==> src/rtl/order_pkg.sv <==
// Shared types for the order ingress path: queued order entry and sequencer state.
package order_pkg;

  localparam int CLIENT_W_DEF = 5;
  localparam int AMT_W_DEF    = 16;

  typedef struct packed {
    logic [CLIENT_W_DEF-1:0] client_id;
    logic [AMT_W_DEF-1:0]    amount;
    logic                    is_max;
  } order_entry_t;

  typedef enum logic [1:0] {IDLE, ISSUE, WAIT, GAP} ingress_state_e;

endpackage

==> src/rtl/order_fifo.sv <==
// Synchronous FIFO with combinational read of the head entry.
// The caller never pushes when full nor pops when empty.
module order_fifo #(
  parameter int DEPTH = 8,
  parameter int WIDTH = 22
) (
  input  logic                   clk,
  input  logic                   rst,
  input  logic                   push,
  input  logic                   pop,
  input  logic [WIDTH-1:0]       wr_data,
  output logic [WIDTH-1:0]       rd_data,
  output logic [$clog2(DEPTH):0] count
);

  localparam int PTR_W = $clog2(DEPTH);

  logic [DEPTH-1:0][WIDTH-1:0] mem_q, mem_d;
  logic [PTR_W-1:0]            wr_ptr_q, wr_ptr_d;
  logic [PTR_W-1:0]            rd_ptr_q, rd_ptr_d;
  logic [PTR_W:0]              count_q, count_d;

  always_comb begin
    mem_d    = mem_q;
    wr_ptr_d = wr_ptr_q;
    rd_ptr_d = rd_ptr_q;
    count_d  = count_q;
    if (push) begin
      mem_d[wr_ptr_q] = wr_data;
      wr_ptr_d        = wr_ptr_q + 1'b1;
    end
    if (pop) rd_ptr_d = rd_ptr_q + 1'b1;
    case ({push, pop})
      2'b10:   count_d = count_q + 1'b1;
      2'b01:   count_d = count_q - 1'b1;
      default: count_d = count_q;
    endcase
  end

  // Storage is not reset; stale contents are never read because count gates pops.
  always_ff @(posedge clk) mem_q <= mem_d;

  always_ff @(posedge clk) begin
    if (rst) begin
      wr_ptr_q <= '0;
      rd_ptr_q <= '0;
      count_q  <= '0;
    end else begin
      wr_ptr_q <= wr_ptr_d;
      rd_ptr_q <= rd_ptr_d;
      count_q  <= count_d;
    end
  end

  assign rd_data = mem_q[rd_ptr_q];
  assign count   = count_q;

endmodule

==> src/rtl/order_ingress_sequencer.sv <==
// Queues client orders and presents them one at a time to the risk stage, holding
// each until done or timeout, then inserting a one-cycle gap between requests.
module order_ingress_sequencer
  import order_pkg::*;
#(
  parameter int DEPTH    = 8,
  parameter int CLIENT_W = CLIENT_W_DEF,
  parameter int AMT_W    = AMT_W_DEF,
  parameter int TIMEOUT  = 15
) (
  input  logic                   clk,
  input  logic                   rst,
  input  logic                   in_valid,
  output logic                   in_ready,
  input  logic [CLIENT_W-1:0]    in_client_id,
  input  logic [AMT_W-1:0]       in_amount,
  input  logic                   in_is_max,
  input  logic                   stage_done,
  output logic [CLIENT_W-1:0]    out_client_id,
  output logic [AMT_W-1:0]       out_amount,
  output logic                   out_new_order,
  output logic                   out_new_max,
  output logic                   busy,
  output logic [$clog2(DEPTH):0] count,
  output logic [7:0]             timeout_cnt
);

  localparam int CNT_W = $clog2(DEPTH) + 1;

  typedef struct packed {
    logic [CLIENT_W-1:0] client_id;
    logic [AMT_W-1:0]    amount;
    logic                is_max;
  } entry_t;

  entry_t wr_entry, rd_entry;
  logic   push, pop;

  ingress_state_e      state_q, state_d;
  logic [7:0]          wait_cnt_q, wait_cnt_d;
  logic [7:0]          timeout_cnt_q, timeout_cnt_d;
  logic [CLIENT_W-1:0] out_client_id_q, out_client_id_d;
  logic [AMT_W-1:0]    out_amount_q, out_amount_d;
  logic                new_order_q, new_order_d;
  logic                new_max_q, new_max_d;
  logic                busy_q, busy_d;

  // Ready looks only at the registered occupancy, never at a same-cycle pop.
  assign in_ready = (count < CNT_W'(DEPTH));
  assign push     = in_valid && in_ready;
  assign wr_entry = '{client_id: in_client_id, amount: in_amount, is_max: in_is_max};

  order_fifo #(
    .DEPTH (DEPTH),
    .WIDTH ($bits(entry_t))
  ) u_fifo (
    .clk     (clk),
    .rst     (rst),
    .push    (push),
    .pop     (pop),
    .wr_data (wr_entry),
    .rd_data (rd_entry),
    .count   (count)
  );

  always_comb begin
    state_d         = state_q;
    wait_cnt_d      = wait_cnt_q;
    timeout_cnt_d   = timeout_cnt_q;
    out_client_id_d = out_client_id_q;
    out_amount_d    = out_amount_q;
    new_order_d     = new_order_q;
    new_max_d       = new_max_q;
    pop             = 1'b0;
    case (state_q)
      IDLE: begin
        if (count != '0) begin
          state_d         = ISSUE;
          pop             = 1'b1;
          out_client_id_d = rd_entry.client_id;
          out_amount_d    = rd_entry.amount;
          new_order_d     = !rd_entry.is_max;
          new_max_d       = rd_entry.is_max;
          wait_cnt_d      = '0;
        end
      end
      ISSUE: state_d = WAIT;
      WAIT: begin
        wait_cnt_d = wait_cnt_q + 8'd1;
        if (stage_done || wait_cnt_q == 8'(TIMEOUT - 1)) begin
          state_d     = GAP;
          new_order_d = 1'b0;
          new_max_d   = 1'b0;
          // A coincident done wins over the timeout and is not counted.
          if (!stage_done && timeout_cnt_q != 8'hFF)
            timeout_cnt_d = timeout_cnt_q + 8'd1;
        end
      end
      GAP:     state_d = IDLE;
      default: state_d = IDLE;
    endcase
    busy_d = (state_d != IDLE);
  end

  always_ff @(posedge clk) begin
    if (rst) begin
      state_q         <= IDLE;
      wait_cnt_q      <= '0;
      timeout_cnt_q   <= '0;
      out_client_id_q <= '0;
      out_amount_q    <= '0;
      new_order_q     <= 1'b0;
      new_max_q       <= 1'b0;
      busy_q          <= 1'b0;
    end else begin
      state_q         <= state_d;
      wait_cnt_q      <= wait_cnt_d;
      timeout_cnt_q   <= timeout_cnt_d;
      out_client_id_q <= out_client_id_d;
      out_amount_q    <= out_amount_d;
      new_order_q     <= new_order_d;
      new_max_q       <= new_max_d;
      busy_q          <= busy_d;
    end
  end

  assign out_client_id = out_client_id_q;
  assign out_amount    = out_amount_q;
  assign out_new_order = new_order_q;
  assign out_new_max   = new_max_q;
  assign busy          = busy_q;
  assign timeout_cnt   = timeout_cnt_q;

endmodule

==> config.mk <==
export PLATFORM = sky130hd
export DESIGN_NAME = order_ingress_sequencer
export DESIGN_NICKNAME = d
export VERILOG_FILES = /design/src/rtl/order_pkg.sv /design/src/rtl/order_fifo.sv /design/src/rtl/order_ingress_sequencer.sv
export SDC_FILE = /design/constraint.sdc
export NUM_CORES = 1
export LEC_CHECK = 0
export BUFFER_PORTS_ARGS = -buffer_cell sky130_fd_sc_hd__buf_4
export CORE_UTILIZATION = 35
export CTS_BUF_LIST = sky130_fd_sc_hd__clkbuf_16
export CTS_CLUSTER_DIAMETER = 40
export DETAILED_ROUTE_END_ITERATION = 7
export GPL_TIMING_DRIVEN = 0
export PLACE_DENSITY = 0.57
export SYNTH_ARGS = -nofsm -noshare
export SYNTH_HDL_FRONTEND = slang
export SYNTH_SLANG_ARGS = --single-unit
==> constraint.sdc <==
create_clock -name clk -period 3.8 [get_ports clk]
set_input_delay 0.38 -clock clk [delete_from_list [all_inputs] [get_ports clk]]
set_output_delay 0.38 -clock clk [all_outputs]
set_load 0.01 [all_outputs]
==> metrics.txt, run 1 <==
synth warn=0; total of max-cap violations=0; Rows=57; Yosys cell types=54; Clock Latency Late Sink=approximately 0.55 ns; Final nets=658; hpwl dp=12,000 um; most area-consuming cells after synthesis=edfxtp_1, dfxtp_1, mux4_2, nor2_1, ha_1; antenna violations before repair=1; via count=4,895; Post-DRT Antenna Nets=0; Synth Flop Type=edfxtp_1; IO Count=63; fin. max-slew vios=0; Fmax=~0.35 GHz; Starting Density=36.1%; highest metal layer with signal wires=met4; drt pass-1 iters=4; Startpoint Class=flip-flop; PostCTS Resize Cnt=0; Clock Tree Buf Depth=3; P_leak=3.71 nW; fin area=10,900 um2; clock skew=0.0275 ns; number of global-route vias before repair=5,211; Layout Utilization=around 44%; Yosys reg bits=between 200 and 250; worst path buffer plus inverter count=3; TritonCTS clock tree=done; share of layout cells above drive strength 1=30.4%; CP top delay family=compound AO/OA/AOI/OAI gates; Buffers on Ports=just over 60; critical path's largest stage delay=0.65 ns; Die ar.=26,000 um2; global-route wire length before repair=30,300 um; Die Wd=161 um; clk root buf=clkbuf_16; Yosys top cell by area=edfxtp_1; PD cells=713 nW/um2; cells after synthesis=523; Worst VDD drop=0.402 mV; worst slew pin tran=0.924 ns; Reg clk slew, reported paths=0.06 ns; mapped cell area=8890 um2; Total Routed Length=19,300 um; most common library cells after synthesis=edfxtp_1, dfxtp_1, mux4_2, nor2_1, o21ai_0; largest net degree at the start of global routing=23; Placeable Area=around 25,000 um2; Async S/R FF share, synth=0%; Mapped Nets=560; Overflow after GRT=0; CP Class=flip-flop to flip-flop; number of remaining DRC errors=0; count leader, synth=edfxtp_1; final setup violation count=0; Crit Path Max Fanout=11; FF-to-FF setup slack=a little under 1 ns; Layout area overhead=22.8%; Hold/Removal Path Class=primary input to flip-flop; Tot Pwr=7.78 mW; Hold Vio Cnt, Final=0; post-synthesis sequential area ratio=71.2%; RSZ-0062 raised after global routing=false; outcome=finished, final reports clean; clk sinks=between 200 and 250; Crit. End Element=flip-flop; syn avg cell area=between 15 and 20 um2; FF/Latch Area=6330 um2; Post-DP Area=9860 um2; WP data required=approximately 4.3 ns; Layout fillers=between 2,000 and 2,500; Setup WS post-layout=0.969 ns; Metal-1 WL=8390 um; Final GP Congestion=0.785; Post-CTS Setup Inserts=0; Worst Path Arrival=3.29 ns; met3 WL post-DR=917 um; Iter 0 DRT Violations=442; routed length per instance=19.9 um; period utilisation layout=74.5%; CP Cell Sequence=o41ai_4, inv_4, buf_6, buf_6, ha_1, xor2_1, ha_1, a21oi_1, xor2_1, or3_1, a21oi_1; multi-input logic area=2390 um2; WL met2=between 9000 and 10,000 um; CTS buffer count=30; top-area cell type share of the netlist area=59.5%; Slew Limit Headroom=38.2%; Die Ht=around 160 um; DP Worst Slack=0.952 ns; Total Routing Usage GR=15.5%; Post-synth EDFFs=176; Via density=5.05; CP max-delay cell=o41ai_4; # H-tree levels=1; hold-fix buffers at CTS=0; minimum clock period=2.83 ns
==> cells in the final DEF, fill, tap and decap left out, types with 7 or more instances in the layout <==
cell,count
o22ai_1,20
ha_1,11
buf_4,67
o21ai_0,22
nor2_1,38
edfxtp_1,176
buf_6,9
nand3_1,9
nand2_1,13
a21oi_1,16
inv_1,12
xor2_1,7
dfxtp_1,52
mux4_2,44
clkbuf_16,30
clkbuf_1,9
==> final timing paths <==
kind	start	endpoint	cells after the start
max	u_fifo.count[3]$_SDFFE_PP0P_	u_fifo.count[2]$_SDFFE_PP0P_	11
min	in_amount[1]	u_fifo.mem_q[112]$_DFFE_PP_	1
max reg2reg	u_fifo.count[3]$_SDFFE_PP0P_	u_fifo.count[2]$_SDFFE_PP0P_	11
min reg2reg	out_amount[12]$_SDFFE_PP0P_	out_amount[12]$_SDFFE_PP0P_	2
==> state kept, by name (all words and copies together), names as in the netlist <==
signal,count
u_fifo.wr_ptr_q,3
wait_cnt_q,8
out_new_order,1
timeout_cnt,8
u_fifo.mem_q,176
u_fifo.rd_ptr_q,3
state_q,2
out_amount,16
out_client_id,5
busy,1
u_fifo.count,4
out_new_max,1
==> routing by layer <==
metal	up-vias	global-route usage [%]
met5	-	0
met4	0	3.69
met3	28	2.95
met2	102	26.6
met1	2497	20.1
li1	2268	-
==> per-stage QoR <==
step                hold slack [ns]  setup TNS (ns)  instances
finish                       0.0566               0        970
global route                 0.0439               0        969
CTS                          0.0372               0        969
detailed placement            0.492               0        913
floorplan                     0.479               0        523
global placement              0.480          -39.21        908
==> cell families after synthesis <==
group,share of synthesized area [%]
buffers and inverters,2.49
AND/OR/NAND/NOR,6.18
adder cells (fa/ha/maj),1.55
AO/OA/AOI/OAI,5.67
flip-flops,71.2
multiplexers,11.7
XOR/XNOR,1.18
==> area by class of cell <==
cell class	instances	area share, %
flip-flops and latches	228	58.0
multi-input cells	257	21.9
clock buffers	30	6.88
repair buffers	66	4.71
well taps	324	3.72
clock inverters	26	2.70
plain buffers	28	1.66
inverters	10	0.367
diodes	1	0.0229
==> report_power, final <==
part	switching [mW]	internal, mW
combinational	1.00	0.806
clock	1.06	1.79
sequential	0.135	2.97
Note: power is estimated with default switching activity, not from simulation.
==> run 2, diff against run 1 <==
--- a/config.mk
+++ b/config.mk
@@ -5,13 +5,14 @@
 export SDC_FILE = /design/constraint.sdc
 export NUM_CORES = 1
 export LEC_CHECK = 0
+export ABC_AREA = 1
 export BUFFER_PORTS_ARGS = -buffer_cell sky130_fd_sc_hd__buf_4
 export CORE_UTILIZATION = 35
 export CTS_BUF_LIST = sky130_fd_sc_hd__clkbuf_16
 export CTS_CLUSTER_DIAMETER = 40
 export DETAILED_ROUTE_END_ITERATION = 7
 export GPL_TIMING_DRIVEN = 0
-export PLACE_DENSITY = 0.57
+export PLACE_DENSITY = 0.59
 export SYNTH_ARGS = -nofsm -noshare
 export SYNTH_HDL_FRONTEND = slang
 export SYNTH_SLANG_ARGS = --single-unit
==> constraint.sdc (replaced) <==
create_clock -name clk -period 2.6 [get_ports clk]
set_input_delay 0.26 -clock clk [delete_from_list [all_inputs] [get_ports clk]]
set_output_delay 0.26 -clock clk [all_outputs]
set_load 0.01 [all_outputs]
==> run 2 against run 1 <==
- global-route usage rose by 1.8 points
- area after synthesis rose by 7.8%
- register-to-register slack got worse by 0.67 ns
- setup slack got worse by 0.67 ns
- routed wire length rose by 22%
- non-clock buffer count rose by 39
- largest cell class unchanged
==> metrics.txt, run 2 <==
Via density=4.81 (-4.7%); Crit. Startpoint=u_fifo.count[1]$_SDFFE_PP0P_; most frequent CP cell=inv_1; Synth Flop Type=edfxtp_1; Reg clk slew, reported paths=0.05 ns (about the same); multi-input logic area=2880 um2 (+20%); critical path's largest stage delay=0.41 ns (-0.24 ns); minimum clock period=2.30 ns (-0.531 ns); WP data required=3.00 ns (-1.26 ns); outcome=finished, final reports clean; commonest non-fill, non-tap cell in the layout=nand2_1; hold depth=5 (+4); IO Count=63 (unchanged); reg2reg end=u_fifo.count[2]$_SDFFE_PP0P_; RSZ-0062 raised after global routing=false; largest net degree at the start of global routing=23 (unchanged); FF-to-FF setup slack=0.30 ns (-0.67 ns); clock skew=0.0346 ns (+0.00707 ns); routed length per instance=16.3 um (-18%); P_leak=4.74 nW (+28%); number of global-route vias before repair=6,488 (+25%); clk root buf=clkbuf_16; most area-consuming cells after synthesis=edfxtp_1, nand2_1, dfxtp_1, nand3_1, nor2_1; total of max-cap violations=0 (unchanged); Yosys reg bits=228 (unchanged); Fin Setup TNS=0 ns (unchanged); Crit. End Element=flip-flop; count leader, synth=nand2_1; Layout area overhead=25.1%; Final nets=1,121 (+70%); Largest Register=u_fifo.mem_q; Crit. path cell count=14 (+3); top-area cell type share of the netlist area=55.2% (-4.3 points); clk sinks=228 (unchanged); Async S/R FF share, synth=0% (unchanged); via count=6,991 (+43%); Placeable Area=26,900 um2 (+9.2%); period utilisation layout=88.5% (+14 points); Iter 0 DRT Violations=524 (+19%); Slew Limit Headroom=40.6% (+2.4 points); number of remaining DRC errors=0 (unchanged); Rows=60 (+5.3%); Yosys cell types=34 (-37%); most frequent cells in the layout=nand2_1, edfxtp_1, nand3_1, nor2_1, buf_4; Post-synth EDFFs=176 (unchanged); antenna violations before repair=0 (-1); CP Class=flip-flop to flip-flop; Tot Pwr=12.8 mW (+65%); max FFs per register=176 (unchanged); TritonCTS clock tree=done; Final GP Congestion=0.825 (+5.1%); Starting Density=35.6% (-0.47 points); worst reg2reg path depth=14 (+3); Post-DRT Antenna Nets=0 (unchanged); Layout Cells excl Fill=1,453 (+50%); Hold/Removal Path Class=primary input to flip-flop; worst slew pin tran=0.889 ns (-0.0356 ns); Layout fillers=2,570 (+19%); Hold Vio Cnt, Final=0 (unchanged); Fmax=0.435 GHz (+23%); Mapped Nets=996 (+78%); Post-CTS Setup Inserts=0 (unchanged); # H-tree levels=2 (+1); diode count=0 (-1); Worst VDD drop=0.471 mV (+17%); fin. max-slew vios=0 (unchanged); share of layout cells above drive strength 1=15.2% (-15 points); cells after synthesis=959 (+83%); global-route wire length before repair=36,800 um (+21%); Die Wd=167 um (+3.8%); FF/Latch Area=6330 um2 (unchanged); Worst Path Arrival=2.70 ns (-0.59 ns); Die Ht=167 um (+3.8%); worst r2r src=u_fifo.count[1]$_SDFFE_PP0P_; CP Cell Sequence=inv_1, nand3_1, nand2_2, inv_2, buf_6, ha_2, nand2_1, inv_1, nor2_1, ha_1, a21oi_1, xnor2_1, o21ai_0, inv_1; Layout Utilization=44.6% (+0.26 points); CTS buffer count=36 (+20%); PD cells=1070 nW/um2 (+50%); Clock Latency Late Sink=0.53 ns (-0.02 ns); CP max-delay cell=dfxtp_1; most common library cells after synthesis=nand2_1, edfxtp_1, nand3_1; Clock Tree Buf Depth=3 (unchanged); Crit Path Max Fanout=11 (unchanged); drt pass-1 iters=5 (+1); worst path buffer plus inverter count=5 (+2); Startpoint Class=flip-flop; post-synthesis sequential area ratio=66.0% (-5.2 points); Buffers on Ports=62 (+1.6%); synth warn=0 (unchanged); CP Capture Point=u_fifo.count[2]$_SDFFE_PP0P_; final setup violation count=0 (unchanged); Overflow after GRT=0 (unchanged); Die ar.=28,000 um2 (+7.7%); hpwl dp=14,700 um (+22%); DP Cell Count=1,365 (+50%); mapped cell area=9580 um2 (+7.8%); CP top delay family=buffers and inverters; Total Routed Length=23,700 um (+22%); Total Routing Usage GR=17.2% (+1.8 points); Yosys top cell by area=edfxtp_1; syn avg cell area=9.99 um2 (-41%)
==> run 2: cell count changes after synthesis, moves of 8 or more <==
cell,change
buf_2,+8
inv_1,+37
nand2_1,+344
o22ai_1,-20
nor2_1,+31
mux4_2,-44
a21oi_1,+27
nand3_1,+81
==> run 2: worst register-to-register path: stages (launching register included) <==
cell     delay (ns)
dfxtp_1        0.41
inv_1          0.08
nand3_1        0.13
nand2_2        0.17
inv_2          0.16
buf_6          0.20
ha_2           0.25
nand2_1        0.06
inv_1          0.07
nor2_1         0.05
ha_1           0.17
a21oi_1        0.15
xnor2_1        0.09
o21ai_0        0.15
inv_1          0.05
==> run 2: worst min-delay path by stage <==
stage | to | startpoint
after floorplan | u_fifo.mem_q[0]$_DFFE_PP_ | in_is_max
after global placement | out_amount[5]$_SDFFE_PP0P_ | out_amount[5]$_SDFFE_PP0P_
after detailed placement | out_amount[4]$_SDFFE_PP0P_ | out_amount[4]$_SDFFE_PP0P_
after CTS | timeout_cnt[5]$_SDFFE_PP0P_ | stage_done
after global routing | timeout_cnt[5]$_SDFFE_PP0P_ | stage_done
final | timeout_cnt[5]$_SDFFE_PP0P_ | stage_done
==> run 2: timing repair <==
item	CTS	global route
hold endpoints to repair	171	0
endpoints found under the setup margin	0	1
resized for setup	0	3
hold buffers	22	0
==> run 2: logic make-up after synthesis <==
group	count (synthesis)	synth area share (%)
buf+inv	94	4.45
flops	228	66.0
simple gates	543	23.4
fa+ha+maj	11	1.44
compound gates	78	4.26
xor+xnor	5	0.457
==> run 2: final cells by class <==
cell class                 count  share of cell area, %
timing repair buffer          87                   6.20
multi-input combinational    637                   24.0
inverter                      48                   1.52
clock inverter                29                   2.14
clock buffer                  37                   7.73
buffer                        46                   2.07
sequential                   228                   52.8
tap                          341                   3.56
==> run 2: report_power, final <==
group	internal [mW]	total (mW)	switching, mW
Combinational	1.27	3.63	2.36
Sequential	4.31	4.51	0.199
Clock	2.85	4.66	1.81
Total	8.43	12.8	4.37
==> run 2: stage by stage <==
stage / area (um2) / hold WS, ns / setup slack, ns
5_1_grt: 12000 / 0.201 / 0.0303
2_1_floorplan: 9580 / 0.359 / 0.401
4_1_cts: 12000 / 0.116 / 0.145
3_3_place_gp: 10500 / 0.456 / -0.678
6_report: 12000 / 0.116 / 0.300
3_5_place_dp: 10600 / 0.457 / 0.162
==> run 2: per-layer routing <==
metal	global-route usage (%)	up-vias	wire, um	part of all wire [%]
li1	-	3466	-	-
met1	22.9	3255	10300	43
met2	27.9	214	11100	47
met3	3.07	56	1560	6.6
met4	7.10	0	738	3.1
met5	0	-	0	0
